## src/rtl/dual_port_ram.sv

```systemverilog
// Simple-dual-port RAM (one write port, one registered read port) with a
// sequenced clear engine that fills the array with INIT_VALUE after reset or on request.
//
// state | meaning
// ------+---------------------------------------------------------------
// IDLE  | user reads/writes accepted
// CLEAR | one word per cycle set to INIT_VALUE; user ports ignored
module dual_port_ram #(
  parameter int              SIZE        = 8,
  parameter int              addressSIZE = 5,
  parameter int              RDW_MODE    = 0,
  parameter logic [SIZE-1:0] INIT_VALUE  = '0
) (
  input  logic                   clock,
  input  logic                   resetN,
  input  logic                   RamInit,
  output logic                   InitBusy,
  input  logic                   WE,
  input  logic [addressSIZE-1:0] WAddress,
  input  logic [SIZE-1:0]        D,
  input  logic                   RE,
  input  logic [addressSIZE-1:0] RAddress,
  output logic [SIZE-1:0]        Q,
  output logic                   QValid
);

  localparam int DEPTH = 1 << addressSIZE;

  typedef enum logic {IDLE = 1'b0, CLEAR = 1'b1} state_t;

  state_t                 state_q, state_d;
  logic [addressSIZE-1:0] clr_addr_q, clr_addr_d;
  logic [SIZE-1:0]        q_q, q_d;
  logic                   qvalid_q, qvalid_d;

  logic [SIZE-1:0]        mem_q [DEPTH];
  logic                   mem_we;
  logic [addressSIZE-1:0] mem_waddr;
  logic [SIZE-1:0]        mem_wdata;

  always_comb begin
    state_d    = state_q;
    clr_addr_d = clr_addr_q;
    q_d        = q_q;
    qvalid_d   = 1'b0;
    mem_we     = 1'b0;
    mem_waddr  = WAddress;
    mem_wdata  = D;
    case (state_q)
      IDLE: begin
        if (RamInit) begin
          state_d    = CLEAR;
          clr_addr_d = '0;
        end
        mem_we = WE;
        if (RE) begin
          qvalid_d = 1'b1;
          // Same-address read-during-write: bypass only in new-data builds
          if ((RDW_MODE != 0) && WE && (WAddress == RAddress))
            q_d = D;
          else
            q_d = mem_q[RAddress];
        end
      end
      CLEAR: begin
        mem_we    = 1'b1;
        mem_waddr = clr_addr_q;
        mem_wdata = INIT_VALUE;
        if (RamInit)
          clr_addr_d = '0;
        else if (&clr_addr_q)
          state_d = IDLE;
        else
          clr_addr_d = clr_addr_q + 1'b1;
      end
      default: begin
        state_d    = CLEAR;
        clr_addr_d = '0;
      end
    endcase
  end

  always_ff @(posedge clock or negedge resetN) begin
    if (!resetN) begin
      state_q    <= CLEAR;
      clr_addr_q <= '0;
      q_q        <= '0;
      qvalid_q   <= 1'b0;
    end else begin
      state_q    <= state_d;
      clr_addr_q <= clr_addr_d;
      q_q        <= q_d;
      qvalid_q   <= qvalid_d;
    end
  end

  // The array itself has no reset; it is initialised by the CLEAR sequence.
  always_ff @(posedge clock) begin
    if (mem_we)
      mem_q[mem_waddr] <= mem_wdata;
  end

  assign InitBusy = (state_q == CLEAR);
  assign Q        = q_q;
  assign QValid   = qvalid_q;

endmodule

```

## config.mk

```make
export PLATFORM = sky130hd
export DESIGN_NAME = dual_port_ram
export DESIGN_NICKNAME = d
export VERILOG_FILES = /design/src/rtl/dual_port_ram.sv
export SDC_FILE = /design/constraint.sdc
export NUM_CORES = 1
export LEC_CHECK = 0
export CAP_MARGIN = 20
export CORE_MARGIN = 4
export CORE_UTILIZATION = 55
export CTS_CLUSTER_DIAMETER = 120
export DETAILED_ROUTE_END_ITERATION = 6
export HOLD_SLACK_MARGIN = 0.06
export PLACE_DENSITY = 0.79
export SYNTH_ARGS = -nofsm -noshare
export SYNTH_HDL_FRONTEND = slang
export SYNTH_SLANG_ARGS = --single-unit
```

## constraint.sdc

```tcl
create_clock -name clock -period 2.16 [get_ports clock]
set_clock_uncertainty 0.05 [all_clocks]
set_input_delay 0.432 -clock clock [delete_from_list [all_inputs] [get_ports clock]]
set_output_delay 0.432 -clock clock [all_outputs]
set_load 0.1 [all_outputs]
```

==> results.yml, run 1 <==
setup_path:
  r2r_start: "InitBusy"
  r2r_end: "mem_q[24][1]"
  cp_max_fo: 11
  worst_ep_required_time_ps: 1680
  reg2reg_depth: 5
  cp_data_arrival_time_ps: 1590
  r2r_slack_ps: 180
  crit_type: "flop to primary output"
  endpoint_kind: "primary output"
  worstSetupStartpointType: "flop"
clock_network:
  cts_hold_buf: 0
  clockBufferDepth: 3
  cts_tree: "yes"
  clock_sinks: 271
  cts_max_level: 1
  clock_latency_ps: 520
  cts_buffers: 25
  clk_pin_slew_ps: 70
  clock-root-buffer: "clkbuf_16"
drt:
  wl_per_cell_um: 24.2
  drc_errors: 0
  drt_iter0_drc: 734
  vias: 6144
  routed_wl_um: 24300
  ant_nets: 0
  drt_pre_antenna_iters: 5
  viasPerCell: 6.11
sta:
  final.period_utilization: 0.957
  finalCriticalPeriod_ps: 2070
  max_slew_margin: 0.453
  grt_setup_unrepaired: "no"
  worst_hold_slack_ps: 184
  tns_ps: 0
  drv_slew: 0
  worst_pin_slew_ps: 816
  setup_viol: 0
  hold_viol_final: 0
  fmax_ghz: 0.484
power_and_ir_drop:
  clkPwrFrac: 0.409
  p_int_mw: 8.97
  seqPwrFrac: 0.507
  p_per_area_nw_per_um2: 865
  p_sw_frac: 0.218
  peakVddDrop_mv: 0.901
  pwr-share-comb: 0.084
  leakagePower_nw: 4.77
  p_sw_mw: 2.50
  finalPower_mw: 11.5
die:
  die_width_um: 149
  die_area_um2: 22300
  die_h_um: 149
  pin_count: 33
  initial_core_util: 0.562
  core_um2: 19500
  num_rows: 51
layout:
  instances_no_fill: 1005
  fill_cells: 1278
  n_antenna_cell: 0
  areaGrowthSynthToFinish_pct: 20.7
  fin_area_um2: 13300
  drive_above_1_share: 0.251
  layout.nets: 747
placement:
  post-place-cells: 959
  portBuffers: 32
  dp_hpwl_um: 16200
  place.gp.congestion: 0.894
  dpl-instance-area_um2: 12400
yosys:
  synthDistinctLibCells: 41
  synthesis.instances: 639
  syn-num-nets: 664
  yosys_warnings: 0
  yosysSeqAreaShare: 0.735
  synth_edf_count: 256
  netlist_area_um2: 11000
  postSynthAreaPerCell_um2: 17.2
  synth_seq_cells: 271
  synthArstFlopShare: 0.0554
  synthFlopType: "edfxtp_1"
global_routing:
  antenna_found_initial: 0
  grt_pass1_wl_um: 37100
  grt_max_degree: 33
  grt_pass1_vias: 6219
  grt_use_total: 0.223
  grt.overflow.total: 0
min_path:
  min_path_type: "input pin to asynchronous set/reset pin"
flow_run:
  max_cap_viol_count: 0
outcome:
  outcome: "completed"
==> how the worst max path moves through the flow <==
stage	startpoint	end	cells past startpoint
floorplan	InitBusy	mem_q[11][0]	5
global placement	RAddress[2]	Q[4]	8
detailed placement	RAddress[2]	Q[4]	8
CTS	InitBusy	InitBusy	2
global route	InitBusy	InitBusy	2
finish	InitBusy	InitBusy	2
==> flip-flops by register name (all words and copies together) (netlist names) <==
register    count
Q               8
mem_q         256
clr_addr_q      5
InitBusy        1
QValid          1
==> cells in the final DEF, fill, tap and decap left out, drive strengths merged <==
master,Yosys,layout
and3,1,1
a22o,16,16
nor2b,11,11
nand4,1,1
o22ai,8,8
nand2b,3,3
o32ai,2,2
a21oi,18,18
nor4b,1,1
a31oi,2,2
o41ai,8,8
ha,2,2
nor4bb,1,1
nand3,1,1
a22oi,32,32
mux2i,130,130
clkinv,0,4
mux2,1,1
clkdlybuf4s50,0,21
o21ai,1,1
nor3b,1,1
bufinv,0,6
o32a,1,1
clkinvlp,0,2
buf,21,71
or2,2,2
a221oi,16,16
xnor2,2,2
a32o,1,1
dfrtp,14,14
nand2,23,23
clkbuf,15,32
dfstp,1,1
inv,4,5
and2,1,1
edfxtp,256,256
xor2,1,1
nor2,41,41
==> power by group through the flow <==
stage | clock network [mW] | logic, mW | registers, mW
after floorplan | 0 | 0.455 | 6.08
after global placement | 0 | 0.936 | 5.92
after detailed placement | 0 | 0.960 | 5.92
after CTS | 4.72 | 0.961 | 5.81
after global routing | 4.98 | 1.00 | 5.81
final | 4.69 | 0.963 | 5.81
==> per-layer routing <==
metal / track usage / wire [um]
met1: 0.300 / 9470
met2: 0.366 / 11900
met3: 0.0389 / 2000
met4: 0.0906 / 995
met5: 0 / 0
==> cells by family after synthesis <==
family	count (synthesis)	share of synthesized area
flip-flops	271	0.735
XOR/XNOR	3	0.00239
adder cells (fa/ha/maj)	2	0.00228
multiplexers	131	0.120
buffers and inverters	40	0.0239
AND/OR/NAND/NOR	87	0.0356
AO/OA/AOI/OAI	105	0.0816
==> layout make-up <==
| cell class | instances | area (um2) | share of cell area |
|---|---|---|---|
| Sequential cell | 271 | 8070 | 0.609 |
| Multi-Input combinational cell | 328 | 3020 | 0.228 |
| Timing Repair Buffer | 92 | 938 | 0.0708 |
| Clock buffer | 32 | 652 | 0.0492 |
| Tap cell | 265 | 332 | 0.0250 |
| Clock inverter | 13 | 223 | 0.0168 |
| Inverter | 4 | 15.0 | 0.00113 |
==> synthesized netlist by cell type (3+ instances only) <==
| cell | instances | area share |
|---|---|---|
| nor2b_1 | 11 | 0.0063 |
| buf_4 | 5 | 0.0034 |
| clkbuf_1 | 13 | 0.0044 |
| mux2i_1 | 130 | 0.12 |
| buf_6 | 7 | 0.0072 |
| buf_2 | 3 | 0.0014 |
| nand2_1 | 23 | 0.0079 |
| nor2_1 | 41 | 0.014 |
| buf_1 | 4 | 0.0014 |
| inv_1 | 4 | 0.0014 |
| a221oi_1 | 8 | 0.0064 |
| o22ai_1 | 8 | 0.0046 |
| a21oi_1 | 18 | 0.0082 |
| a22oi_1 | 32 | 0.022 |
| edfxtp_1 | 256 | 0.70 |
| a221oi_2 | 8 | 0.011 |
| nand2b_1 | 3 | 0.0017 |
| a22o_1 | 16 | 0.013 |
| dfrtp_1 | 14 | 0.032 |
| o41ai_2 | 8 | 0.012 |
==> stage by stage <==
step                      setup WS (ps)   util
after floorplan                   -40.0      -
after global placement             -211  0.633
after detailed placement           -314  0.633
after CTS                          29.4  0.678
after global routing               48.9  0.679
final                              92.4  0.679
==> worst max-delay path: stages, from the launching register on <==
cell and delay, ps:
dfstp_4 700, buf_6 190, buf_12 180
==> what timing repair did <==
item | in CTS | in global routing
gates resized for setup | 0 | 2
buffers inserted | 1 | 0
endpoints found under the setup margin | 1 | 25
No activity file was read; power rests on OpenSTA's default activity.
==> run 2, diff against run 1 <==
- HOLD_SLACK_MARGIN: 0.06 -> unset
==> results of run 2 <==
No change in the layout: final DEF, timing and power equal those of run 1.
==> run 3, diff against run 2 <==
- CORE_MARGIN: 4 -> unset
- SLEW_MARGIN: unset -> 40
==> results.yml, run 3 (same netlist as run 1, synthesis figures left out) <==
drt:
  vias: 6145
  viasPerCell: 6.11
  drc_errors: 0
  drt_iter0_drc: 588
  ant_nets: 0
  wl_per_cell_um: 23.8
  routed_wl_um: 23900
  drt_pre_antenna_iters: 5
sta:
  fmax_ghz: 0.473
  hold_viol_final: 0
  finalCriticalPeriod_ps: 2110
  worst_pin_slew_ps: 833
  drv_slew: 0
  final.period_utilization: 0.979
  max_slew_margin: 0.442
  setup_viol: 0
  grt_setup_unrepaired: "no"
placement:
  post-place-cells: 958
  dp_hpwl_um: 15700
  place.gp.congestion: 0.889
  portBuffers: 32
power_and_ir_drop:
  finalPower_mw: 11.2
  peakVddDrop_mv: 0.892
  p_int_mw: 8.69
  seqPwrFrac: 0.519
  p_sw_mw: 2.50
  pwr-share-comb: 0.086
  clkPwrFrac: 0.395
  p_per_area_nw_per_um2: 847
  leakagePower_nw: 4.76
  p_sw_frac: 0.224
min_path:
  min_path_type: "input pin to asynchronous set/reset pin"
clock_network:
  clock_sinks: 271
  cts_buffers: 25
  cts_hold_buf: 0
  cts_max_level: 1
  clock-root-buffer: "clkbuf_16"
  cts_tree: "yes"
  clock_latency_ps: 530
  clockBufferDepth: 3
  clk_pin_slew_ps: 70
layout:
  fill_cells: 1250
  multi_input_area_um2: 3020
  layout.nets: 746
  largest_reg_flops: 256
  top_register: "mem_q"
  most-common-layout-cells: "edfxtp_1, mux2i_1, buf_4, nor2_4, a22oi_1"
  final_common_cell: "edfxtp_1"
  drive_above_1_share: 0.249
  ff_latch_area_um2: 8070
  areaGrowthSynthToFinish_pct: 20.4
  instances_no_fill: 1005
  n_antenna_cell: 0
setup_path:
  crit_chain: "buf_6, buf_12"
  crit_type: "flop to primary output"
  cp_top_family: "flip-flops"
  worstSetupStartpointType: "flop"
  cp_max_fo: 11
  critPathBufInv: 2
  worst_ep_required_time_ps: 1680
  r2r_slack_ps: 90
  endpoint_kind: "primary output"
  cpMaxStageDelayCell: "dfstp_4"
  cp_data_arrival_time_ps: 1630
  cpPeakStageDelay_ps: 710
die:
  num_rows: 51
  die_area_um2: 20500
  initial_core_util: 0.562
  die_width_um: 143
  die_h_um: 143
  pin_count: 33
  core_um2: 19500
global_routing:
  grt_max_degree: 37
  grt_pass1_wl_um: 36200
  grt_use_total: 0.245
  grt_pass1_vias: 6196
  grt.overflow.total: 0
  antenna_found_initial: 0
outcome:
  outcome: "completed"
flow_run:
  max_cap_viol_count: 0
[run 3: cell types whose count changed in the layout (fill, tap and decap cells not counted), moves of 2 or more]
cell,before,now
bufinv_16,6,3
clkbuf_8,0,2
buf_12,15,17
buf_4,54,51
[run 3: final cells by class]
class / instances / share of cell area
clock inverter: 12 / 0.0108
multi-input combinational: 328 / 0.229
clock buffer: 34 / 0.0514
sequential: 271 / 0.610
tap: 265 / 0.0251
timing repair buffer: 91 / 0.0723
inverter: 4 / 0.00114
[run 3: repair_timing]
item,4_1_cts,5_1_grt
buffers inserted,1,0
resized for setup,1,0
setup endpoints to repair,1,0
[run 3: path summary, 6_finish.rpt]
path | from | to | cells after the start
hold / removal | resetN | Q[1] | 1
min in group clock | Q[6] | Q[6] | 2
hold reg to reg | Q[6] | Q[6] | 2
setup / recovery | InitBusy | InitBusy | 2
max in group asynchronous | resetN | Q[4] | 1
setup reg to reg | InitBusy | mem_q[28][7] | 5
[run 3: power groups by stage]
| stage | clock (mW) | sequential, mW | combinational [mW] |
|---|---|---|---|
| after floorplan | 0 | 6.08 | 0.455 |
| after global placement | 0 | 5.91 | 0.937 |
| after detailed placement | 0 | 5.92 | 0.957 |
| after CTS | 4.45 | 5.80 | 0.961 |
| after global routing | 4.64 | 5.81 | 1.01 |
| final | 4.42 | 5.81 | 0.965 |
[run 3: routing by layer]
layer / global-route usage / part of all wire / vias to the layer above
met2: 0.398 / 0.48 / 300
met1: 0.336 / 0.41 / 3062
met4: 0.102 / 0.036 / 0
met5: 0 / 0 / -
met3: 0.0335 / 0.077 / 68
li1: - / - / 2715
[run 3: worst reg2reg max path, stage by stage (launching register included)]
cell and delay [ps]:
dfstp_4 530, buf_4 210, nor4b_1 410, a21oi_2 80
buf_12 180, nor2_4 270
[run 3: through the flow]
| step | hold slack, ps | cell area [um2] | TNS [ps] | util | setup slack (ps) |
|---|---|---|---|---|---|
| finish | 296 | 13200 | 0 | 0.677 | 45.6 |
| global route | 350 | 13200 | 0 | 0.677 | 9.99 |
| CTS | 295 | 13200 | 0 | 0.677 | 36.9 |
| detailed placement | 454 | 12400 | -34320 | 0.634 | -274 |
| global placement | 469 | 12400 | -15080 | 0.634 | -253 |
| floorplan | 86.4 | 11300 | -3190 | - | -40.0 |
